$ cat src/rtl/bytecode_sequencer_pkg.sv
// Shared definitions for the bytecode fetch/execute sequencer.
//   state_t     : sequencer FSM states (also exported on the debug port)
//   OP_*RETURN  : method-return opcodes; fetching any of them halts execution
//   is_return_op: true for any of the three return opcodes
package bytecode_sequencer_pkg;

    typedef enum logic [3:0] {
        ST_IDLE    = 4'd0,
        ST_FETCH   = 4'd1,
        ST_LATCH   = 4'd2,
        ST_DECODE  = 4'd3,
        ST_ARG_RD  = 4'd4,
        ST_ARG_CAP = 4'd5,
        ST_POP     = 4'd6,
        ST_EXEC    = 4'd7,
        ST_WAIT    = 4'd8,
        ST_PUSH    = 4'd9,
        ST_NEXT    = 4'd10,
        ST_HALT    = 4'd11
    } state_t;

    localparam logic [7:0] OP_IRETURN = 8'hAC;
    localparam logic [7:0] OP_ARETURN = 8'hB0;
    localparam logic [7:0] OP_RETURN  = 8'hB1;

    function automatic logic is_return_op(input logic [7:0] op);
        return (op == OP_IRETURN) || (op == OP_ARETURN) || (op == OP_RETURN);
    endfunction

endpackage

$ cat src/rtl/bytecode_sequencer_arg_collector.sv
// Argument byte collector for the bytecode sequencer.
//   clk, rst_n : clock, asynchronous active-low reset
//   i_clear    : clears the shift register and byte counter
//   i_shift    : shifts i_byte into the low byte and counts it
//   i_byte     : program memory byte being captured
//   i_argc     : number of argument bytes of the current instruction
//   o_arg      : collected argument (first byte ends up in [15:8] for argc=2)
//   o_last     : the byte being shifted this cycle is the final one
//   o_offset   : branch offset, sign-extended from 8 or 16 bits by argc,
//                truncated/extended to OFF_WIDTH
module bytecode_sequencer_arg_collector #(
    parameter int OFF_WIDTH = 11
) (
    input  logic                 clk,
    input  logic                 rst_n,
    input  logic                 i_clear,
    input  logic                 i_shift,
    input  logic [7:0]           i_byte,
    input  logic [1:0]           i_argc,
    output logic [15:0]          o_arg,
    output logic                 o_last,
    output logic [OFF_WIDTH-1:0] o_offset
);

    logic [15:0] r_arg;
    logic [1:0]  r_cnt;
    logic [1:0]  w_cnt_next;

    always_ff @(posedge clk or negedge rst_n) begin
        if (!rst_n) begin
            r_arg <= '0;
            r_cnt <= '0;
        end else if (i_clear) begin
            r_arg <= '0;
            r_cnt <= '0;
        end else if (i_shift) begin
            r_arg <= {r_arg[7:0], i_byte};
            r_cnt <= w_cnt_next;
        end
    end

    assign w_cnt_next = r_cnt + 2'd1;
    assign o_last     = (w_cnt_next == i_argc);
    assign o_arg      = r_arg;

    // A one-byte argument is a signed 8-bit offset; otherwise the full 16 bits.
    always_comb begin
        if (i_argc == 2'd1) begin
            o_offset = OFF_WIDTH'($signed(r_arg[7:0]));
        end else begin
            o_offset = OFF_WIDTH'($signed(r_arg));
        end
    end

endmodule

$ cat src/rtl/bytecode_sequencer.sv
// Multi-cycle fetch/execute controller for the bytecode core.
//   clk, rst_n          : clock, asynchronous active-low reset
//   start               : level; begins execution at PC 0 from IDLE/HALT
//   prog_rd/prog_addr   : program memory read strobe and byte address
//   prog_data           : read data, valid the cycle after prog_rd
//   opcode              : latched opcode to the external decoder
//   argc..iscmp         : decoder outputs for the latched opcode
//   cmp_true            : comparator result, valid with exec_done
//   arg                 : collected argument bytes
//   stack_pop/exec/stack_push : one-cycle datapath strobes
//   exec_done           : datapath completion, sampled only in WAIT
//   busy/done           : running / halted
//   dbg_state           : current FSM state
// Handshake: exec is a single-cycle request; the sequencer then waits in
// WAIT until the datapath raises exec_done, which is ignored in every
// other state.
module bytecode_sequencer
    import bytecode_sequencer_pkg::*;
#(
    parameter int PC_WIDTH = 11
) (
    input  logic                clk,
    input  logic                rst_n,
    input  logic                start,
    output logic                prog_rd,
    output logic [PC_WIDTH-1:0] prog_addr,
    input  logic [7:0]          prog_data,
    output logic [7:0]          opcode,
    input  logic [1:0]          argc,
    input  logic [1:0]          stackargs,
    input  logic                stackwb,
    input  logic                isgoto,
    input  logic                iscmp,
    input  logic                cmp_true,
    output logic [15:0]         arg,
    output logic                stack_pop,
    output logic                exec,
    input  logic                exec_done,
    output logic                stack_push,
    output logic                busy,
    output logic                done,
    output state_t              dbg_state
);

    state_t              r_state;
    state_t              w_state_next;
    logic [PC_WIDTH-1:0] r_pc;
    logic [PC_WIDTH-1:0] r_ipc;
    logic [7:0]          r_opcode;
    logic [1:0]          r_argc;
    logic [1:0]          r_stackargs;
    logic                r_stackwb;
    logic                r_isgoto;
    logic                r_iscmp;
    logic                r_cmp;
    logic [1:0]          r_pop_cnt;
    logic                w_pop_last;
    logic                w_arg_last;
    logic                w_take_branch;
    logic [15:0]         w_arg;
    logic [PC_WIDTH-1:0] w_offset;

    bytecode_sequencer_arg_collector #(
        .OFF_WIDTH (PC_WIDTH)
    ) u_arg_collector (
        .clk      (clk),
        .rst_n    (rst_n),
        .i_clear  (r_state == ST_DECODE),
        .i_shift  (r_state == ST_ARG_CAP),
        .i_byte   (prog_data),
        .i_argc   (r_argc),
        .o_arg    (w_arg),
        .o_last   (w_arg_last),
        .o_offset (w_offset)
    );

    assign w_pop_last    = ((r_pop_cnt + 2'd1) == r_stackargs);
    assign w_take_branch = r_isgoto || (r_iscmp && r_cmp);

    // State register
    always_ff @(posedge clk or negedge rst_n) begin
        if (!rst_n) begin
            r_state <= ST_IDLE;
        end else begin
            r_state <= w_state_next;
        end
    end

    // Next-state logic; DECODE looks at the live decoder outputs because
    // they are only registered at the end of that cycle.
    always_comb begin
        w_state_next = r_state;
        case (r_state)
            ST_IDLE, ST_HALT: if (start) w_state_next = ST_FETCH;
            ST_FETCH:         w_state_next = ST_LATCH;
            ST_LATCH:         w_state_next = ST_DECODE;
            ST_DECODE: begin
                if (is_return_op(r_opcode))  w_state_next = ST_HALT;
                else if (argc != 2'd0)       w_state_next = ST_ARG_RD;
                else if (stackargs != 2'd0)  w_state_next = ST_POP;
                else                         w_state_next = ST_EXEC;
            end
            ST_ARG_RD:        w_state_next = ST_ARG_CAP;
            ST_ARG_CAP: begin
                if (!w_arg_last)                w_state_next = ST_ARG_RD;
                else if (r_stackargs != 2'd0)   w_state_next = ST_POP;
                else                            w_state_next = ST_EXEC;
            end
            ST_POP:           if (w_pop_last) w_state_next = ST_EXEC;
            ST_EXEC:          w_state_next = ST_WAIT;
            ST_WAIT:          if (exec_done) w_state_next = r_stackwb ? ST_PUSH : ST_NEXT;
            ST_PUSH:          w_state_next = ST_NEXT;
            ST_NEXT:          w_state_next = ST_FETCH;
            default:          w_state_next = ST_IDLE;
        endcase
    end

    // Output decode (Moore)
    always_comb begin
        prog_rd    = 1'b0;
        stack_pop  = 1'b0;
        exec       = 1'b0;
        stack_push = 1'b0;
        busy       = 1'b1;
        done       = 1'b0;
        case (r_state)
            ST_FETCH, ST_ARG_RD: prog_rd    = 1'b1;
            ST_POP:              stack_pop  = 1'b1;
            ST_EXEC:             exec       = 1'b1;
            ST_PUSH:             stack_push = 1'b1;
            ST_IDLE:             busy       = 1'b0;
            ST_HALT: begin
                busy = 1'b0;
                done = 1'b1;
            end
            default: ;
        endcase
    end

    // PC, opcode and per-instruction registers
    always_ff @(posedge clk or negedge rst_n) begin
        if (!rst_n) begin
            r_pc        <= '0;
            r_ipc       <= '0;
            r_opcode    <= '0;
            r_argc      <= '0;
            r_stackargs <= '0;
            r_stackwb   <= 1'b0;
            r_isgoto    <= 1'b0;
            r_iscmp     <= 1'b0;
            r_cmp       <= 1'b0;
            r_pop_cnt   <= '0;
        end else begin
            case (r_state)
                ST_IDLE, ST_HALT: if (start) r_pc <= '0;
                ST_FETCH:         r_ipc <= r_pc;
                ST_LATCH: begin
                    r_opcode <= prog_data;
                    r_pc     <= r_pc + PC_WIDTH'(1);
                end
                ST_DECODE: begin
                    r_argc      <= argc;
                    r_stackargs <= stackargs;
                    r_stackwb   <= stackwb;
                    r_isgoto    <= isgoto;
                    r_iscmp     <= iscmp;
                    r_pop_cnt   <= '0;
                end
                ST_ARG_CAP:       r_pc <= r_pc + PC_WIDTH'(1);
                ST_POP:           r_pop_cnt <= r_pop_cnt + 2'd1;
                ST_WAIT:          if (exec_done) r_cmp <= cmp_true;
                // Branch targets are relative to the opcode's own address.
                ST_NEXT:          if (w_take_branch) r_pc <= r_ipc + w_offset;
                default: ;
            endcase
        end
    end

    assign prog_addr = r_pc;
    assign opcode    = r_opcode;
    assign arg       = w_arg;
    assign dbg_state = r_state;

endmodule
$ cat config.mk
export PLATFORM = sky130hd
export DESIGN_NAME = bytecode_sequencer
export DESIGN_NICKNAME = d
export VERILOG_FILES = /design/src/rtl/bytecode_sequencer_pkg.sv /design/src/rtl/bytecode_sequencer_arg_collector.sv /design/src/rtl/bytecode_sequencer.sv
export SDC_FILE = /design/constraint.sdc
export NUM_CORES = 1
export LEC_CHECK = 0
export CAP_MARGIN = 25
export CORE_MARGIN = 10
export CORE_UTILIZATION = 40
export DETAILED_ROUTE_END_ITERATION = 10
export GPL_ROUTABILITY_DRIVEN = 0
export MAX_ROUTING_LAYER = met4
export SLEW_MARGIN = 40
export SYNTH_ARGS = -nofsm -noshare
export SYNTH_HDL_FRONTEND = slang
export SYNTH_SLANG_ARGS = --single-unit
$ cat constraint.sdc
create_clock -name clk -period 5.1 [get_ports clk]
set_input_delay 1.02 -clock clk [delete_from_list [all_inputs] [get_ports clk]]
set_output_delay 1.02 -clock clk [all_outputs]
set_load 0.03 [all_outputs]
==> metrics.md, run 1 <==
| Metric | Value |
|---|---|
| R2R depth | `5` |
| Number of synthesized flops with an enable pin | `0` |
| # DRC | `0` |
| YS warnings | `0` |
| Pins Over Slew Limit | `0` |
| Final setup fails | `0` |
| Vias in the first global route | `2887` |
| Die H | `113.1 µm` |
| Port Buffers | `64` |
| Total number of vias | `2866` |
| Status | `finished, final reports clean` |
| Final HPWL DP | `6.809 mm` |
| Peak supply drop | `0.2975 mV` |
| Die ar. | `12780 µm²` |
| Yosys reg bits | `62` |
| Clk slew on worst S/H paths | `0.08 ns` |
| Met1 wire length | `4.674 mm` |
| Final period util | `0.6680` |
| DRT iter0 DRCs | `163` |
| Die X | `113.1 µm` |
| Leak pwr | `1.942 nW` |
| GR Overflow Total | `0` |
| Worst clock skew | `0.006642 ns` |
| Mapped Area | `3465 µm²` |
| Unrepaired setup endpoints after global routing | `no` |
| CP Launch Type | `flip-flop` |
| Clock tree root buffer cell | `clkbuf_8` |
| WL met3 | `479 µm` |
| TritonCTS Buffers | `9` |
| GRT Overall Usage | `0.1506` |
| Largest stage delay, worst path | `0.77 ns` |
| Worst hold margin | `0.4992 ns` |
| Row count | `33` |
| Asr flop ratio synth | `1.000` |
| Worst path cell trace | `nand2b_1 -> nor3_1 -> clkdlybuf4s50_1` |
| Cells after Synth | `332` |
| Max-slew headroom | `0.4768` |
| Yosys cell types | `57` |
| First drt pass iteration count | `4` |
| Worst Setup End Kind | `output port` |
| Starting density of the core | `0.4154` |
| Layout Area Growth over Synthesis | `27.19%` |
| PwrDens | `639.4 nW/µm²` |
| Final Hold Vio Count | `0` |
| Most used DFF post-synth | `dfrtp_1` |
| Max layer used | `met4` |
| Worst path arrival time | `2.39 ns` |
| Post-synthesis sequential area ratio | `0.4478` |
| Syn_area_per_cell | `10.44 µm²` |
| CTS tree | `built` |
| CP Data Required Time | `4.08 ns` |
| First-pass GRT wire length | `15.41 mm` |
| Commonest cells after routing, fill and taps aside | `clkdlybuf4s50_1 (63), dfrtp_1 (62), mux2_2 (27), nor2_1 (21), o21ai_0 (20)` |
| Largest net degree at the start of global routing | `45` |
| CORE AREA | `8341 µm²` |
| Drt total wl | `9.353 mm` |
| Antenna violations before repair | `0` |
| Most common cell after layout, fill and taps aside | `clkdlybuf4s50_1` |
| H-tree levels | `3` |
| Bufs on Longest Clock Path | `2` |
| Post-route setup TNS | `0 ns` |
| Final net count | `427` |
| Number of gates resized after CTS | `0` |
| Syn nets | `364` |
| Worst Hold Class | `reg2reg` |
| Slowest CP cell | `dfrtp_1` |
| Setup CP Type | `reg2out` |
| Per-cell routed wire length | `18.52 µm` |
| Worst hold stages | `1` |
| Max frequency | `0.2935 GHz` |
| Post-CTS Setup Repair Bufs | `0` |
| CTS sink cnt | `62` |
| Post-layout min period | `3.407 ns` |
| CTS Hold Bufs | `0` |
| Vias per inst | `5.675` |
| Post-route antenna net violation count | `0` |
| CP Max Fanout | `20` |
| Clock Latency Late Sink | `0.34 ns` |
| Met2 wire length | `4.086 mm` |
| IO Count | `65` |
| Layout fillers | `765` |
| Share of cells above drive strength 1 | `0.1400` |
| Ant diodes | `0` |
| Worst slew pin tran | `0.7816 ns` |
| Max-cap viol count | `0` |
==> worst paths after layout <==
| path | end | startpoint | slack, ns |
|---|---|---|---|
| worst max-delay path | stack_pop | dbg_state[2] | 1.69 |
| worst min-delay path | u_arg_collector.o_arg[14] | u_arg_collector.o_arg[14] | 0.50 |
| worst max register to register | prog_addr[10] | dbg_state[2] | 2.53 |
| worst min register to register | u_arg_collector.o_arg[14] | u_arg_collector.o_arg[14] | 0.50 |
| max in group asynchronous | opcode[5] | rst_n | 3.57 |
| min in group asynchronous | r_iscmp | rst_n | 0.61 |
==> area by class of cell <==
| cell class | instances | area (µm²) | area share |
|---|---|---|---|
| sequential | 62 | 1551 | 0.3521 |
| inverter | 5 | 18.77 | 0.004259 |
| tap | 105 | 131.4 | 0.02981 |
| multi-input combinational | 248 | 1813 | 0.4114 |
| clock buffer | 9 | 123.9 | 0.02811 |
| clock inverter | 7 | 97.59 | 0.02215 |
| timing repair buffer | 69 | 670.6 | 0.1522 |
==> cell usage after synthesis, types with 3 or more instances <==
cell      instances  area (µm²)
nor4_1            3       18.77
nand2b_1          6       37.54
o21ai_0          20       100.1
clkbuf_1          6       22.52
a21o_1            8       60.06
o221ai_1          3       26.28
a22o_1           18       157.7
a21oi_1          15       75.07
nor3_1            9       45.04
nand3_1           9       45.04
o22ai_1           3       18.77
nand2_1          19       71.32
nor2b_1           7       43.79
and3_1            4       25.02
a31oi_1           3       18.77
dfrtp_1          62        1551
nand4_1           3       18.77
buf_2             8       40.04
mux2_2           27       304.0
mux2i_1           4       40.04
xnor2_1           4       35.03
nor2_1           21       78.83
xor2_1            6       52.55
inv_1             5       18.77
a221oi_1          3       26.28
ha_1             11       137.6
nor3b_1           4       30.03
==> stage by stage <==
stage          instances  area (µm²)    util  worst slack [ns]  power (mW)
6_report             505        4407  0.5284             1.693       2.818
3_3_place_gp         488        4180  0.5012             2.143       2.323
4_1_cts              504        4402  0.5278             1.697       2.840
5_1_grt              505        4407  0.5284             1.518       3.032
3_5_place_dp         488        4180  0.5012             2.090       2.337
2_1_floorplan        332        3465       -             2.247       1.841
==> flip-flops by register name, summed over array words and instances (netlist names) <==
signal and cells:
r_iscmp 1, r_isgoto 1, u_arg_collector.r_cnt 2, r_ipc 11, r_cmp 1, u_arg_collector.o_arg 16
r_argc 2, prog_addr 11, r_pop_cnt 2, opcode 8, r_stackargs 2, r_stackwb 1
dbg_state 4
==> routing by layer <==
metal  GRT usage  up-vias
met2      0.2104       80
li1            -     1375
met3     0.03328        8
met4     0.04230        0
met1      0.2122     1403
met5           -        -
==> where the power goes <==
group | total, mW | internal [mW] | switching (mW)
logic | 1.40 | 0.639 | 0.766
clock network | 0.485 | 0.277 | 0.208
registers | 0.928 | 0.677 | 0.252
==> worst max-delay path: cells and delay by family, from the launching register on <==
| family | cells | cell delay (ns) |
|---|---|---|
| buffers and inverters | 1 | 0.74 |
| DFF | 1 | 0.77 |
| and+or+nand+nor | 2 | 0.54 |
==> kinds of logic (layout without fill, tap and decap cells) <==
group           after synthesis  in the layout  synth area share
mux                          31             31           0.09931
simple gates                101            101            0.1622
buf+inv                      22             90           0.02889
xor+xnor                     10             10           0.02528
compound gates               94             94            0.1911
flops                        62             62            0.4478
fa+ha+maj                    12             12           0.04550
Power figures use the tool's default switching activity.
==> run 2: changes to the inputs <==
PLACE_DENSITY = 0.66   (was unset)
clock period = 2.9 ns   (was 5.1 ns; I/O delays follow)
==> run 2 against run 1 <==
Effect of this change:
- count of clock-buffer cells in the layout is 1 higher
- non-clock buffer count grew 3
- cell count up 0.59%
- setup slack got worse by 1.5 ns
- clock skew grew 0.0070 ns
- die area is the same
- global-route usage fell by 0.11 points
- critical path type unchanged
- first-iteration DRC count shrank 27%
- routed wire length down 2.8%
- core utilization grew 0.72 points
==> metrics.md, run 2 (synthesis results as in run 1) <==
| Metric | Value |
|---|---|
| Status | `finished, final reports clean` |
| CP Launch Type | `flip-flop` |
| Die X | `113.1 µm` |
| Final setup fails | `0` |
| Bufs on Longest Clock Path | `2` |
| CP Launch Point | `dbg_state[3]` |
| Setup CP Type | `reg2out` |
| FF-to-FF End | `prog_addr[10]` |
| Final worst slack | `0.2010 ns` |
| Row count | `33` |
| R2R depth | `7` |
| Post-CTS Setup Repair Bufs | `0` |
| Final period util | `0.9307` |
| Pins Over Slew Limit | `0` |
| Vias in the first global route | `2976` |
| Share of cells above drive strength 1 | `0.1489` |
| Place WS | `0.4482 ns` |
| First-pass GRT wire length | `15.35 mm` |
| Max reg flops | `16` |
| Layout Area Growth over Synthesis | `28.93%` |
| Commonest cells after routing, fill and taps aside | `clkdlybuf4s50_1 (62), dfrtp_1 (61), mux2_2 (27), nor2_1 (20), o21ai_0 (20)` |
| GR Util met2 | `0.2197` |
| Post-route setup TNS | `0 ns` |
| GRT busiest layer | `met2` |
| CTS sink cnt | `62` |
| Largest net degree at the start of global routing | `48` |
| Port Buffers | `64` |
| Worst Hold Class | `in2async` |
| # DRC | `0` |
| Most common cell after layout, fill and taps aside | `clkdlybuf4s50_1` |
| R2r setup slk | `0.53 ns` |
| Clk slew on worst S/H paths | `0.08 ns` |
| Antenna violations before repair | `0` |
| Ant diodes | `0` |
| TritonCTS Buffers | `9` |
| Worst clock skew | `0.01366 ns` |
| Starting density of the core | `0.4154` |
| Max frequency | `0.3705 GHz` |
| Buf/Inv on CP | `1` |
| Total cell area at the placement stage | `4225 µm²` |
| Unrepaired setup endpoints after global routing | `no` |
| PwrDens | `1131 nW/µm²` |
| Per-cell routed wire length | `17.90 µm` |
| Layout fillers | `773` |
| Worst path top cell family by delay | `buffers and inverters` |
| Worst hold margin | `0.1443 ns` |
| Worst Setup End Kind | `output port` |
| Die ar. | `12780 µm²` |
| Worst path cell trace | `or3_1 -> a21o_1 -> clkdlybuf4s50_1` |
| Max-cap viol count | `0` |
| Peak supply drop | `0.6162 mV` |
| Max-slew headroom | `0.5570` |
| Post-route antenna net violation count | `0` |
| IO Count | `65` |
| H-tree levels | `3` |
| Critical R2R Launch | `u_arg_collector.o_arg[0]` |
| Largest stage delay, worst path | `0.60 ns` |
| Final Util | `0.5356` |
| Clock Latency Late Sink | `0.35 ns` |
| Post-layout min period | `2.699 ns` |
| Die H | `113.1 µm` |
| Worst slew pin tran | `0.6638 ns` |
| Final net count | `430` |
| Leak pwr | `1.988 nW` |
| Clock tree root buffer cell | `clkbuf_8` |
| Total number of vias | `2875` |
| CORE AREA | `8341 µm²` |
| GR Overflow Total | `0` |
| CP Max Fanout | `14` |
| GRT Overall Usage | `0.1495` |
| CTS tree | `built` |
| Worst path arrival time | `2.12 ns` |
| Final HPWL DP | `6.758 mm` |
| Final Cell Area | `4467 µm²` |
| CP Data Required Time | `2.32 ns` |
| Vias per inst | `5.659` |
| GR Util met3 | `0.02430` |
| Slowest CP cell | `clkdlybuf4s50_1` |
| DRT iter0 DRCs | `119` |
| Final Hold Vio Count | `0` |
| Met1 Use GR | `0.1930` |
| First drt pass iteration count | `4` |
| Drt total wl | `9.093 mm` |
## run 2: cell types whose count changed in the layout (fill, tap and decap cells not counted), sizes merged
| cell | previous run | this run |
|---|---|---|
| clkinv | 2 | 1 |
| buf | 6 | 9 |
| inv | 6 | 5 |
| dlymetal6s2s | 0 | 1 |
| bufinv | 2 | 3 |
| clkbuf | 9 | 10 |
| clkdlybuf4s50 | 63 | 62 |
## run 2: worst max path at each step
| stage | to | cells past startpoint |
|---|---|---|
| 2_1_floorplan | prog_rd | 4 |
| 3_3_place_gp | done | 3 |
| 3_5_place_dp | stack_pop | 3 |
| 4_1_cts | stack_pop | 3 |
| 5_1_grt | busy | 3 |
| 6_report | busy | 3 |
## run 2: per-stage QoR
step / power, mW / instances
after floorplan: 3.238 / 332
after global placement: 4.100 / 492
after detailed placement: 4.138 / 492
after CTS: 5.076 / 508
after global routing: 5.402 / 508
final: 5.053 / 508
## run 2: area by class of cell
class,count,area (µm²),area share
Clock buffer,10,127.6,0.02857
Sequential cell,62,1553,0.3476
Timing Repair Buffer,72,710.7,0.1591
Tap cell,105,131.4,0.02941
Inverter,5,18.77,0.004202
Multi-Input combinational cell,248,1815,0.4064
Clock inverter,6,110.1,0.02465
## run 2: repair_timing
| item | CTS | global route |
|---|---|---|
| setup endpoints to repair | 0 | 3 |
| resized for setup | 0 | 2 |
| hold buffers | 0 | 0 |
## run 2: routing by layer
metal,up-vias,wire length (µm)
met2,98,4047
met4,0,233
li1,1378,-
met3,20,461
met5,-,0
met1,1379,4349
## run 2: where the power goes
part           internal (mW)  total (mW)  switching, mW
Combinational           1.15        2.54           1.39
Clock                  0.569       0.929          0.360
Sequential              1.19        1.59          0.392
Total                   2.92        5.05           2.14
